### config.mk
export PLATFORM = sky130hd
export DESIGN_NAME = alsu_result_collector
export DESIGN_NICKNAME = d
export VERILOG_FILES = /design/src/rtl/alsu_result_collector.sv
export SDC_FILE = /design/constraint.sdc
export NUM_CORES = 1
export LEC_CHECK = 0
export BUFFER_PORTS_ARGS = -buffer_cell sky130_fd_sc_hd__buf_2
export CAP_MARGIN = 30
export CELL_PAD_IN_SITES_DETAIL_PLACEMENT = 0
export CELL_PAD_IN_SITES_GLOBAL_PLACEMENT = 1
export CORE_MARGIN = 4
export CORE_UTILIZATION = 46
export CTS_CLUSTER_DIAMETER = 60
export CTS_CLUSTER_SIZE = 8
export DETAILED_ROUTE_END_ITERATION = 6
export PLACE_DENSITY = 0.82
export SLEW_MARGIN = 30
export SYNTH_ARGS = -nofsm -noshare
export SYNTH_HDL_FRONTEND = slang
export SYNTH_SLANG_ARGS = --single-unit
### constraint.sdc
create_clock -name clk -period 3.3 [get_ports clk]
set_input_delay 0.33 -clock clk [delete_from_list [all_inputs] [get_ports clk]]
set_output_delay 0.33 -clock clk [all_outputs]
set_load 0.05 [all_outputs]
### src/rtl/alsu_result_collector.sv
// Collects ALSU results: a tag/err delay line matched to the ALSU latency feeds a small
// result FIFO on a valid/ready stream, with sticky overflow and saturating counters.
module alsu_result_collector #(
    parameter int LATENCY = 2,
    parameter int TAG_W   = 4,
    parameter int DEPTH   = 4,
    parameter int CNT_W   = 8
) (
    input  logic                      clk,
    input  logic                      rst,
    input  logic                      clear,
    input  logic                      issue_valid,
    input  logic [TAG_W-1:0]          issue_tag,
    input  logic                      issue_err,
    input  logic signed [5:0]         alsu_out,
    output logic                      m_valid,
    input  logic                      m_ready,
    output logic [TAG_W-1:0]          m_tag,
    output logic signed [5:0]         m_data,
    output logic                      m_err,
    output logic                      overflow,
    output logic [CNT_W-1:0]          drop_cnt,
    output logic [CNT_W-1:0]          result_cnt,
    output logic [$clog2(DEPTH):0]    level
);

    localparam int AW = $clog2(DEPTH);
    localparam int LW = AW + 1;
    localparam int EW = TAG_W + 7;
    localparam logic [LW-1:0]    FULL_LVL = LW'(DEPTH);
    localparam logic [LW-1:0]    LVL_ONE  = LW'(1);
    localparam logic [AW-1:0]    PTR_ONE  = AW'(1);
    localparam logic [CNT_W-1:0] CNT_ONE  = CNT_W'(1);
    localparam logic [CNT_W-1:0] CNT_MAX  = {CNT_W{1'b1}};

    // Delay line: one {valid, tag, err} stage per ALSU pipeline register
    logic [LATENCY-1:0]            pipe_valid_q, pipe_valid_d;
    logic [LATENCY-1:0][TAG_W-1:0] pipe_tag_q, pipe_tag_d;
    logic [LATENCY-1:0]            pipe_err_q, pipe_err_d;

    assign pipe_valid_d[0] = clear ? 1'b0 : issue_valid;
    assign pipe_tag_d[0]   = issue_tag;
    assign pipe_err_d[0]   = issue_err;

    generate
        for (genvar gi = 1; gi < LATENCY; gi++) begin : g_stage
            assign pipe_valid_d[gi] = clear ? 1'b0 : pipe_valid_q[gi-1];
            assign pipe_tag_d[gi]   = pipe_tag_q[gi-1];
            assign pipe_err_d[gi]   = pipe_err_q[gi-1];
        end
    endgenerate

    // FIFO storage and registered head; entry layout is {tag, err, data}
    logic [DEPTH-1:0][EW-1:0] mem_q, mem_d;
    logic [AW-1:0]            wr_ptr_q, wr_ptr_d;
    logic [AW-1:0]            rd_ptr_q, rd_ptr_d;
    logic [LW-1:0]            level_q, level_d;
    logic [EW-1:0]            head_q, head_d;
    logic                     m_valid_q, m_valid_d;
    logic                     overflow_q, overflow_d;
    logic [CNT_W-1:0]         drop_cnt_q, drop_cnt_d;
    logic [CNT_W-1:0]         result_cnt_q, result_cnt_d;

    logic capture;
    logic pop;
    logic full;
    logic push;
    logic drop;

    assign capture = pipe_valid_q[LATENCY-1];
    assign pop     = m_valid_q & m_ready;
    assign full    = (level_q == FULL_LVL);
    assign push    = capture & (~full | pop);
    assign drop    = capture & full & ~pop;

    always_comb begin
        mem_d        = mem_q;
        wr_ptr_d     = wr_ptr_q;
        rd_ptr_d     = rd_ptr_q;
        level_d      = level_q;
        head_d       = head_q;
        m_valid_d    = m_valid_q;
        overflow_d   = overflow_q;
        drop_cnt_d   = drop_cnt_q;
        result_cnt_d = result_cnt_q;

        if (push) begin
            mem_d[wr_ptr_q] = {pipe_tag_q[LATENCY-1], pipe_err_q[LATENCY-1], alsu_out};
            wr_ptr_d        = wr_ptr_q + PTR_ONE;
            if (result_cnt_q != CNT_MAX) begin
                result_cnt_d = result_cnt_q + CNT_ONE;
            end
        end

        if (pop) begin
            rd_ptr_d = rd_ptr_q + PTR_ONE;
        end

        case ({push, pop})
            2'b10:   level_d = level_q + LVL_ONE;
            2'b01:   level_d = level_q - LVL_ONE;
            default: level_d = level_q;
        endcase

        if (drop) begin
            overflow_d = 1'b1;
            if (drop_cnt_q != CNT_MAX) begin
                drop_cnt_d = drop_cnt_q + CNT_ONE;
            end
        end

        // Head is re-read from the post-update image so a push into an empty FIFO
        // shows up after a single edge; when empty it keeps its last contents.
        m_valid_d = (level_d != '0);
        if (m_valid_d) begin
            head_d = mem_d[rd_ptr_d];
        end

        if (clear) begin
            mem_d        = '0;
            wr_ptr_d     = '0;
            rd_ptr_d     = '0;
            level_d      = '0;
            head_d       = '0;
            m_valid_d    = 1'b0;
            overflow_d   = 1'b0;
            drop_cnt_d   = '0;
            result_cnt_d = '0;
        end
    end

    always_ff @(posedge clk or posedge rst) begin
        if (rst) begin
            pipe_valid_q <= '0;
            pipe_tag_q   <= '0;
            pipe_err_q   <= '0;
            mem_q        <= '0;
            wr_ptr_q     <= '0;
            rd_ptr_q     <= '0;
            level_q      <= '0;
            head_q       <= '0;
            m_valid_q    <= 1'b0;
            overflow_q   <= 1'b0;
            drop_cnt_q   <= '0;
            result_cnt_q <= '0;
        end else begin
            pipe_valid_q <= pipe_valid_d;
            pipe_tag_q   <= pipe_tag_d;
            pipe_err_q   <= pipe_err_d;
            mem_q        <= mem_d;
            wr_ptr_q     <= wr_ptr_d;
            rd_ptr_q     <= rd_ptr_d;
            level_q      <= level_d;
            head_q       <= head_d;
            m_valid_q    <= m_valid_d;
            overflow_q   <= overflow_d;
            drop_cnt_q   <= drop_cnt_d;
            result_cnt_q <= result_cnt_d;
        end
    end

    assign m_valid    = m_valid_q;
    assign m_tag      = head_q[EW-1 -: TAG_W];
    assign m_err      = head_q[6];
    assign m_data     = head_q[5:0];
    assign overflow   = overflow_q;
    assign drop_cnt   = drop_cnt_q;
    assign result_cnt = result_cnt_q;
    assign level      = level_q;

endmodule
* Yosys cells after proc, flatten, opt, wreduce, memory -nomap -nowiden
Index checks and enable logic that the tools add are counted.
Operators by class: $lt $le $gt $ge 3, bitwise gates (word level) 7, reduce and logical (&&, ||, !) cells 9, add/sub/neg operators 6, mux-type cells 26, equality and inequality tests 5
Operators by type and width (count):
- 2-to-1 mux 44 bit | 2
- 2-to-1 mux 8 bit | 6
- bitwise mux 44 bit | 1
- 2-to-1 mux 11 bit | 4
- binary-select mux 11 bit (select 2 bit) | 1
- demux 11 bit (select 2 bit) | 1
- adder 8 x 1 -> 8 bit, second input constant | 2
- inequality test 8 bit, second input constant | 2
- nonzero test 2 bit | 5
- 2-to-1 mux 2 bit | 4
- less-than comparator 2 x 3 -> 1 bit, second input constant | 2
- one-hot mux 3 bit (2 select lines) | 1
- 2-to-1 mux 1 bit | 5
- adder 2 x 1 -> 2 bit, second input constant | 2
- bitwise AND 1 bit | 4
- AND reduction 2 bit | 2
- adder 3 x 1 -> 3 bit, second input constant | 1
- equality test 3 bit, second input constant | 1
- 2-to-1 mux 3 bit | 1
- nonzero test 3 bit | 1
- subtractor 3 x 1 -> 3 bit, second input constant | 1
- equality test 2 x 1 -> 1 bit, second input constant | 1
- equality test 2 bit, second input constant | 1
- >= comparator 2 x 1 -> 1 bit, second input constant | 1
- 3 further kinds | 4
Word-level totals: register bits after elaboration 92

* Longest topological paths before layout
Gate-level depths: netlist of run 1.
depth in word-level cells 10, depth in mapped cells 11, gate-level depth less buffers 10

* Least setup slack after synthesis of run 1
OpenSTA, ideal clock, no wires.
kind register -> register, start point register m_valid_q (netlist: m_valid), end point register head_q[10], data arrival time 3.267 ns, buffers on the path 1, cell stages (with the launch flop) 12, clock period less this slack 3.334 ns, setup slack -0.034 ns, library setup time 0.067 ns, path through dfrtp_1 -> a211oi_4 -> a21boi_1 -> inv_1 -> ha_1 -> fa_1 -> xnor2_1 -> or3_1 -> a31o_2 -> clkbuf_1 -> a221oi_1 -> a22o_1
On the way: longest elaborated chain between the ends 8
Ends and longest elaborated chain:
- start: declaration | line 59 | logic m_valid_q, m_valid_d;
- start signal: assignment | line 155 | m_valid_q <= m_valid_d;
- bitwise AND 1 bit (*) | line 71 | assign pop = m_valid_q & m_ready;
- OR 1 bit | line 73 | assign push = capture & (~full | pop);
- bitwise AND 1 bit | line 73
- 2-to-1 mux 44 bit | line 87 | if (push) begin
- binary-select mux 11 bit (select 2 bit) | line 116 | head_d = mem_d[rd_ptr_d];
- 2-to-1 mux 11 bit (not written as such) | line 116
- 2-to-1 mux 11 bit | line 115 | if (m_valid_d) begin
- 2-to-1 mux 11 bit | line 119 | if (clear) begin
- end signal: assignment | line 141 | head_q <= '0;
- end signal: assignment | line 154 | head_q <= head_d;
- end: declaration | line 58 | logic [EW-1:0] head_q, head_d;
Mark *: on every way between the ends. The rest lies on a longest branch, timed or not. The select of a mux whose other input is x is not followed. A chain may end at the register's enable or synchronous reset.

* Worst setup path after layout of run 1
start point register level_q[1] (netlist: level[1]), end point register head_q[7]
On the way: longest elaborated chain between the ends 9
Ends and longest elaborated chain:
- start: declaration | line 57 | logic [LW-1:0] level_q, level_d;
- start signal: assignment | line 153 | level_q <= level_d;
- equality test 3 bit | line 72 | assign full = (level_q == FULL_LVL);
- NOT 1 bit | line 73
- OR 1 bit | line 73
- bitwise AND 1 bit | line 73
- 2-to-1 mux 44 bit | line 87
- binary-select mux 11 bit (select 2 bit) | line 116
- 2-to-1 mux 11 bit (not written as such) | line 116
- 2-to-1 mux 11 bit | line 115
- 2-to-1 mux 11 bit | line 119
Several ways; a longest one is shown, not always the timed one. The select of a mux whose other input is x is not followed.

==> results of run 1 <==
placed cells by master, fill, tap and decap left out, types with 12 or more instances in the layout:
| cell type | instances |
|---|---|
| o21ai_0 | 25 |
| nor2_1 | 54 |
| buf_2 | 47 |
| dfrtp_1 | 89 |
| mux2i_1 | 47 |
| buf_4 | 16 |
| a211o_1 | 12 |
| nor2b_1 | 16 |
| nand2_1 | 12 |
worst max-delay path, stage by stage (launching register included):
cell and delay (ns):
dfrtp_2 0.48, a211oi_4 0.37, a21boi_1 0.15, inv_1 0.17, ha_1 0.23, fa_1 0.45
nor3b_1 0.20, a21o_1 0.13, a31o_2 0.34, a221oi_1 0.10, a22o_1 0.22
metrics by stage:
step                area [um2]  power [W]  hold WS, ns  setup slack (ns)  cells
floorplan                 4340    0.00146        0.331            0.0628    392
global placement          4740    0.00155        0.333             0.436    542
detailed placement        4760    0.00157        0.335             0.345    543
CTS                       4970    0.00235       0.0584             0.328    560
global route              4970    0.00243       0.0510             0.167    560
finish                    4970    0.00232       0.0711             0.347    560
worst paths after layout:
kind,end,slack (ns),cells after the start,startpoint
max,head_q[7],0.35,10,level[1]
min,pipe_err_q[0],0.07,1,issue_err
max reg2reg,head_q[7],0.35,10,level[1]
min reg2reg,pipe_tag_q[6],0.35,0,pipe_tag_d[6]
max in group asynchronous,mem_q[21],2.17,4,rst
min in group asynchronous,result_cnt[2],0.50,3,rst
registers in the layout, summed over array words and instances, names as in the netlist:
name,flops
pipe_tag_d,4
drop_cnt,8
m_valid,1
overflow,1
rd_ptr_q,2
result_cnt,8
wr_ptr_q,2
level,3
pipe_tag_q,4
mem_q,44
pipe_err_q,2
head_q,11
pipe_valid_q,2
layer usage:
layer	vias to the layer above	GRT usage, %	wire (um)
met5	-	0	0
met1	1583	25.5	4590
li1	1494	-	-
met3	11	4.26	424
met2	63	28.4	4530
met4	0	5.06	119
repair_timing:
action,in CTS,in global routing
buffers inserted,0,0
hold buffers,1,0
endpoints found under the hold margin,21,0
layout make-up:
type / instances / area share (%)
Multi-Input combinational cell: 267 / 38.3
Sequential cell: 92 / 46.4
Clock buffer: 13 / 3.20
Timing Repair Buffer: 65 / 7.75
Clock inverter: 3 / 0.906
Tap cell: 111 / 2.79
Inverter: 9 / 0.705
report_power, final:
group          total [W]  internal, W  switching [W]
Combinational   0.000349     0.000118       0.000231
Clock           0.000781     0.000393       0.000388
Sequential       0.00119      0.00116      0.0000341
Total            0.00232      0.00167       0.000654
cells by family (layout without fill, tap and decap cells):
logic type | after synthesis | count (layout) | synth area share (%)
flip-flops | 92 | 92 | 53.1
AND/OR/NAND/NOR | 108 | 108 | 11.6
multiplexers | 58 | 58 | 13.7
buffers and inverters | 33 | 90 | 3.11
AO/OA/AOI/OAI | 79 | 79 | 13.2
adder cells (fa/ha/maj) | 8 | 8 | 2.48
XOR/XNOR | 14 | 14 | 2.83
==> run_results.csv, run 1 <==
group,metric,value,unit
run_status,status,"finished clean",
sta,fin_setup_tns,0,ns
critical_path,crit_arrival,3.20,ns
grt,grt_max_degree,46,
yosys,synthTopCellsByCount,"dfrtp_1, nor2_1, mux2i_1, o21ai_0, clkbuf_1",
power,power_leakage,2.43,nW
grt,grt_pass1_vias,3117,
power,power-per-cell-area,467,mW/mm2
clock_network,cts.sinks,92,
yosys,yosysSeqAreaShare,53.1,%
yosys,async_flop_share,100,%
sta,drv_slew,0,
die,dieArea,0.0111,mm2
critical_path,crit_type,"flop to flop",
sta,max-slew-margin-rel,60.1,%
yosys,synth_most_common_cell,"dfrtp_1",
route,vias,3151,
yosys,yosys.area.top_type,"dfrtp_1",
grt,overflow,0,
route,wirelength,9670,um
critical_path,end_kind,"flop",
layout,num-nets-final,468,
layout,nFillCells,829,
critical_path,critPathLaunchType,"flop",
place,port_buffers,47,
yosys,synth_edf_count,0,
clock_network,cts_buffers,9,
layout,drive_above_1_share,21.6,%
route,viasPerCell,5.63,
layout,diodes,0,
route,wl_per_cell,17.3,um
sta,hold_violations,0,
clock_network,cts-resized-gates,0,
yosys,synth_top_area_share,53.1,%
hold_path,holdCritPathClass,"input port to flop",
yosys,synthCells,392,
die,die_w,105,um
yosys,syn-num-nets,416,
route,drtIter0Drc,146,
clock_network,clk_pin_slew,0.09,ns
sta,max_slew.worst_pin.slew,0.599,ns
die,core_area,0.00920,mm2
run,cap_violations,0,
layout,seq_area,0.00231,mm2
route,first_pass_iters,4,
clock_network,htreeDepth,3,
clock_network,root_buffer,"clkbuf_8",
grt,antenna_found_initial,0,
sta,fin_worst_skew,0.0147,ns
route,drtAntennaViolNets,0,
place,gp_congestion,0.781,
die,die_y,105,um
yosys,avgSynthCellArea,11.1,um2
sta,finalCritPeriodShare,89.5,%
sta,period_minus_slack,2.95,ns
layout,syn2layout_area_growth,14.6,%
grt,grt_usage,18.2,%
critical_path,cp.required,3.55,ns
yosys,synthTopCellsByArea,"dfrtp_1, mux2i_1, nor2_1, o21ai_0, mux2_2",
yosys,synthFlopType,"dfrtp_1",
route,drc_errors,0,
critical_path,critPathMaxFanout,12,
power,irDropWorstVdd,0.000238,V
layout,fin_util,54.1,%
clock_network,cts_buffer_depth,2,
die,start_util,47.2,%
yosys,ys_ff_latch,92,
die,io_pins,48,
clock_network,clk_latency,0.36,ns
grt,grt_pass1_wl,15900,um
die,num_rows,35,
clock_network,cts_tree,"built",
yosys,synth_cell_types,40,
sta,setup_viol_count_final,0,
sta,fmax,339,MHz
layout,multi_input_area,0.00190,mm2
yosys,synth.cell_area,0.00434,mm2
sta,rsz0062_at_grt,"no",
yosys,ys.warnings.count,0,
place,hpwl,6480,um
No activity file was read; power rests on OpenSTA's default activity.
==> run 2, diff against run 1 <==
--- a/config.mk
+++ b/config.mk
@@ -9,6 +9,7 @@
 export CAP_MARGIN = 30
 export CELL_PAD_IN_SITES_DETAIL_PLACEMENT = 0
 export CELL_PAD_IN_SITES_GLOBAL_PLACEMENT = 1
+export CORE_ASPECT_RATIO = 1.75
 export CORE_MARGIN = 4
 export CORE_UTILIZATION = 46
 export CTS_CLUSTER_DIAMETER = 60
==> run_results.csv, run 2 (synthesis gave the netlist of run 1 again) <==
group,metric,value,unit
critical_path,reg2reg_from,"m_valid",
power,total_power,0.00256,W
die,start_util,47.4,%
critical_path,crit_family,"compound AO/OA/AOI/OAI gates",
grt,grt_pass1_vias,3356,
layout,drive_above_1_share,21.5,%
place,post_dp_cell_area,0.00475,mm2
power,swShare,26.6,%
critical_path,cp.required,3.53,ns
place,port_buffers,47,
clock_network,clk_latency,0.34,ns
layout,reg_top3,"mem_q: 44 flops, head_q: 11 flops",
sta,fmax,348,MHz
power,p_int,0.00188,W
clock_network,htreeDepth,3,
critical_path,critPathMaxFanout,12,
route,wirelength,10000,um
clock_network,cts-resized-gates,0,
die,num_rows,46,
run,cap_violations,0,
hold_path,holdCritPathClass,"input port to async pin",
die,io_pins,48,
power,power-per-cell-area,508,mW/mm2
critical_path,crit_slowest_cell,"dfrtp_2",
layout,syn2layout_area_growth,16.2,%
critical_path,path_cells,"a211oi_4 > a21boi_1 > inv_1 > ha_1 > fa_1 > nor3b_1 > a21o_1 > a31o_2 > a221oi_1 > a22o_1",
critical_path,cp.depth,10,
clock_network,root_buffer,"clkbuf_16",
place,hpwl,6680,um
grt,grt_usage,20.0,%
grt,grt_max_degree,39,
clock_network,clk_pin_slew,0.06,ns
critical_path,reg2reg_slack,0.43,ns
critical_path,critPathMaxStageDelay,0.44,ns
die,die_w,81.4,um
power,power_frac_comb,13.7,%
layout,final_cell_mix,"dfrtp_1, nor2_1, mux2i_1, buf_2, o21ai_0",
power,power_leakage,2.46,nW
route,vias,3208,
sta,rsz0062_at_grt,"no",
clock_network,cts.sinks,92,
layout,num-nets-final,466,
sta,max_slew.worst_pin.slew,0.859,ns
clock_network,postCtsSetupBuffers,0,
sta,max-slew-margin-rel,42.7,%
die,core_area,0.00915,mm2
critical_path,timing.rr.end,"head_q[0]",
layout,largest_reg_flops,44,
critical_path,critPathLaunchType,"flop",
sta,period_minus_slack,2.87,ns
sta,fin_worst_skew,0.00612,ns
route,wl_per_cell,17.7,um
grt,overflow,0,
run_status,status,"finished clean",
clock_network,cts_buffers,9,
sta,fin_setup_tns,0,ns
clock_network,cts_buffer_depth,2,
power,irDropWorstVdd,0.000301,V
route,viasPerCell,5.66,
layout,final_cell_area,0.00504,mm2
sta,hold_violations,0,
critical_path,r2r_cells,10,
die,die_y,136,um
route,met3_length,342,um
grt,antenna_found_initial,0,
place,dp_cells,551,
clock_network,ctsHoldBuffers,0,
route,drtAntennaViolNets,0,
route,met1Wirelength,3990,um
critical_path,crit_arrival,3.10,ns
layout,stdcell_count,567,
route,drtIter0Drc,205,
route,wl_met2,5380,um
layout,regMostFlops,"mem_q",
sta,finalCritPeriodShare,87.0,%
layout,layout_commonest_cell,"dfrtp_1",
route,top_layer,"met4",
power,clkPwrFrac,39.8,%
critical_path,cp_num_buf_inv,1,
critical_path,crit_type,"flop to flop",
grt,grt_pass1_wl,16700,um
route,drc_errors,0,
route,first_pass_iters,4,
power,p_seq_share,46.5,%
layout,diodes,0,
die,dieArea,0.0111,mm2
clock_network,cts_tree,"built",
critical_path,end_kind,"flop",
place,gp_congestion,0.856,
sta,drv_slew,0,
power,p_sw,0.000682,W
sta,setup_viol_count_final,0,
[run 2: cell types whose count changed in the layout (fill, tap and decap cells not counted)]
cell / before / now
clkbuf_16: 0 / 9
dlygate4sd3_1: 1 / 0
clkinv_4: 0 / 1
buf_12: 1 / 0
clkinvlp_4: 2 / 0
clkinv_2: 1 / 3
clkbuf_8: 11 / 1
[run 2: worst max-delay path by stage]
stage	start	endpoint	slack, ns
final	m_valid	head_q[0]	0.43
after global routing	level[1]	head_q[0]	0.17
after CTS	m_valid	head_q[0]	0.41
after detailed placement	m_ready	head_q[0]	0.42
after global placement	m_ready	head_q[0]	0.53
after floorplan	level[2]	head_q[10]	0.06
[run 2: area by class of cell]
type                       instances  area, um2
multi-input combinational        267       1900
clock inverter                     4       48.8
tap                              120        150
clock buffer                      12        246
fill                             824       4110
sequential                        92       2310
timing repair buffer              63        355
inverter                           9       35.0
[run 2: worst reg2reg max path, stage by stage (launching register included)]
cell      delay [ns]
dfrtp_2         0.44
a211oi_4        0.41
a21boi_1        0.14
inv_1           0.11
ha_1            0.20
fa_1            0.44
nor3b_1         0.22
a21o_1          0.13
a31o_2          0.35
a221oi_1        0.11
a22o_1          0.22
[run 2: metal layers]
metal / track usage (%) / up-vias
met5: 0 / -
met4: 9.77 / 0
met3: 3.12 / 30
met2: 34.4 / 72
met1: 23.8 / 1615
li1: - / 1491
[run 2: power by group through the flow]
stage          clock (W)  combinational [W]  sequential (W)
3_3_place_gp           0           0.000345         0.00121
2_1_floorplan          0           0.000192         0.00126
4_1_cts          0.00104           0.000354         0.00119
5_1_grt          0.00109           0.000383         0.00120
3_5_place_dp           0           0.000354         0.00121
6_report         0.00102           0.000350         0.00119
[run 2: stage by stage]
stage	setup slack, ns	hold WS [ns]	utilization, %
3_3_place_gp	0.527	0.336	51.9
5_1_grt	0.173	0.0859	55.1
2_1_floorplan	0.0628	0.331	-
4_1_cts	0.406	0.0578	55.1
3_5_place_dp	0.416	0.336	51.9
6_report	0.429	0.0417	55.1
==> run 3, diff against run 2 <==
--- a/config.mk
+++ b/config.mk
@@ -7,11 +7,9 @@
 export LEC_CHECK = 0
 export BUFFER_PORTS_ARGS = -buffer_cell sky130_fd_sc_hd__buf_2
 export CAP_MARGIN = 30
-export CELL_PAD_IN_SITES_DETAIL_PLACEMENT = 0
-export CELL_PAD_IN_SITES_GLOBAL_PLACEMENT = 1
 export CORE_ASPECT_RATIO = 1.75
 export CORE_MARGIN = 4
-export CORE_UTILIZATION = 46
+export CORE_UTILIZATION = 58
 export CTS_CLUSTER_DIAMETER = 60
 export CTS_CLUSTER_SIZE = 8
 export DETAILED_ROUTE_END_ITERATION = 6
==> run_results.csv, run 3 (synthesis gave the netlist of run 1 again) <==
group,metric,value,unit
run_status,status,"finished clean",
sta,holdWs,0.0871,ns
die,die_w,73.4,um
grt,grt_pass1_wl,16200,um
route,first_pass_iters,4,
clock_network,cts-resized-gates,0,
clock_network,clk_pin_slew,0.06,ns
critical_path,crit_arrival,3.22,ns
critical_path,crit_type,"flop to flop",
grt,overflow,0,
route,drc_errors,0,
clock_network,postCtsSetupBuffers,0,
grt,grt_pass1_vias,3275,
layout,reg_top3,"mem_q: 44 flops, head_q: 11 flops",
clock_network,ctsHoldBuffers,0,
layout,drive_above_1_share,21.2,%
route,drtAntennaViolNets,0,
sta,max_slew.worst_pin.slew,0.858,ns
layout,num-nets-final,462,
power,clkPwrFrac,39.1,%
sta,fmax,334,MHz
sta,fin_worst_skew,0.00705,ns
sta,finalCritPeriodShare,90.7,%
layout,syn2layout_area_growth,14.6,%
run,cap_violations,0,
power,p_int,0.00184,W
power,power-per-cell-area,510,mW/mm2
clock_network,clk_latency,0.35,ns
critical_path,end_kind,"flop",
place,gp_congestion,0.799,
power,power_leakage,2.45,nW
clock_network,cts_buffer_depth,2,
power,swShare,27.4,%
layout,nFillCells,551,
grt,grt_usage,23.8,%
power,power_frac_comb,13.8,%
place,hpwl,6380,um
route,wirelength,9850,um
layout,diodes,0,
route,wl_per_cell,18.6,um
sta,rsz0062_at_grt,"no",
power,p_sw,0.000694,W
hold_path,holdCritPathClass,"input port to flop",
layout,largest_reg_flops,44,
place,port_buffers,47,
die,io_pins,48,
layout,layout_commonest_cell,"dfrtp_1",
die,dieArea,0.00898,mm2
critical_path,cp.required,3.53,ns
clock_network,root_buffer,"clkbuf_16",
grt,antenna_found_initial,0,
sta,period_minus_slack,2.99,ns
layout,final_cell_mix,"dfrtp_1, nor2_1, buf_2, mux2i_1, o21ai_0",
route,viasPerCell,6.14,
sta,hold_violations,0,
sta,setup_viol_count_final,0,
clock_network,cts.sinks,92,
layout,seq_area,0.00231,mm2
sta,drv_slew,0,
route,vias,3250,
die,core_area,0.00723,mm2
die,num_rows,41,
layout,multi_input_area,0.00190,mm2
clock_network,htreeDepth,3,
sta,max-slew-margin-rel,42.8,%
die,die_y,122,um
power,p_seq_share,47.1,%
clock_network,cts_tree,"built",
critical_path,critPathMaxFanout,12,
route,drtIter0Drc,215,
grt,grt_max_degree,54,
sta,fin_setup_tns,0,ns
critical_path,critPathLaunchType,"flop",
power,irDropWorstVdd,0.000350,V
die,start_util,60.0,%
clock_network,cts_buffers,9,
layout,regMostFlops,"mem_q",
run 3: final timing paths:
check,depth (start not counted),from,slack [ns],end
worst min-delay path,1,issue_tag[0],0.09,pipe_tag_d[4]
worst max register to register,10,m_valid,0.31,head_q[0]
worst min register to register,0,pipe_tag_d[5],0.35,pipe_tag_q[5]
max in group asynchronous,3,rst,2.47,level[1]
min in group asynchronous,2,rst,0.11,pipe_tag_q[7]
worst max-delay path,10,m_valid,0.31,head_q[0]
run 3: worst max-delay path, stage by stage, from the launching register on:
cell and delay [ns]:
dfrtp_2 0.44, a211oi_4 0.40, a21boi_1 0.14, inv_1 0.18, ha_1 0.25, fa_1 0.44, nor3b_1 0.23, a21o_1 0.13
a31o_2 0.34, a221oi_1 0.10, a22o_1 0.23
run 3: final cells by class:
| class | instances | area share [%] |
|---|---|---|
| flip-flops and latches | 92 | 46.4 |
| multi-input cells | 267 | 38.2 |
| repair buffers | 59 | 6.74 |
| clock buffers | 12 | 5.36 |
| well taps | 86 | 2.16 |
| inverters | 9 | 0.704 |
| clock inverters | 4 | 0.453 |
run 3: per-stage QoR:
step	cells	util, %	area, um2	power (W)	worst slack, ns
2_1_floorplan	392	-	4340	0.00146	0.0628
4_1_cts	528	68.7	4970	0.00254	0.268
5_1_grt	529	68.8	4970	0.00262	0.122
3_3_place_gp	512	64.7	4680	0.00155	0.404
3_5_place_dp	512	64.7	4680	0.00156	0.288
6_report	529	68.8	4970	0.00254	0.308
run 3: power by group through the flow:
stage / clock network (W) / logic (W) / registers, W
finish: 0.000991 / 0.000351 / 0.00119
global route: 0.00104 / 0.000377 / 0.00120
CTS: 0.000999 / 0.000350 / 0.00119
detailed placement: 0 / 0.000348 / 0.00121
global placement: 0 / 0.000335 / 0.00121
floorplan: 0 / 0.000192 / 0.00126
run 3: per-layer routing:
metal  up-vias  wire [um]  global-route usage, %
met2       101       5210                   40.5
met1      1643       3860                   28.5
met3        19        594                   5.33
met5         -          0                      0
li1       1487          -                      -
met4         0        195                   10.2
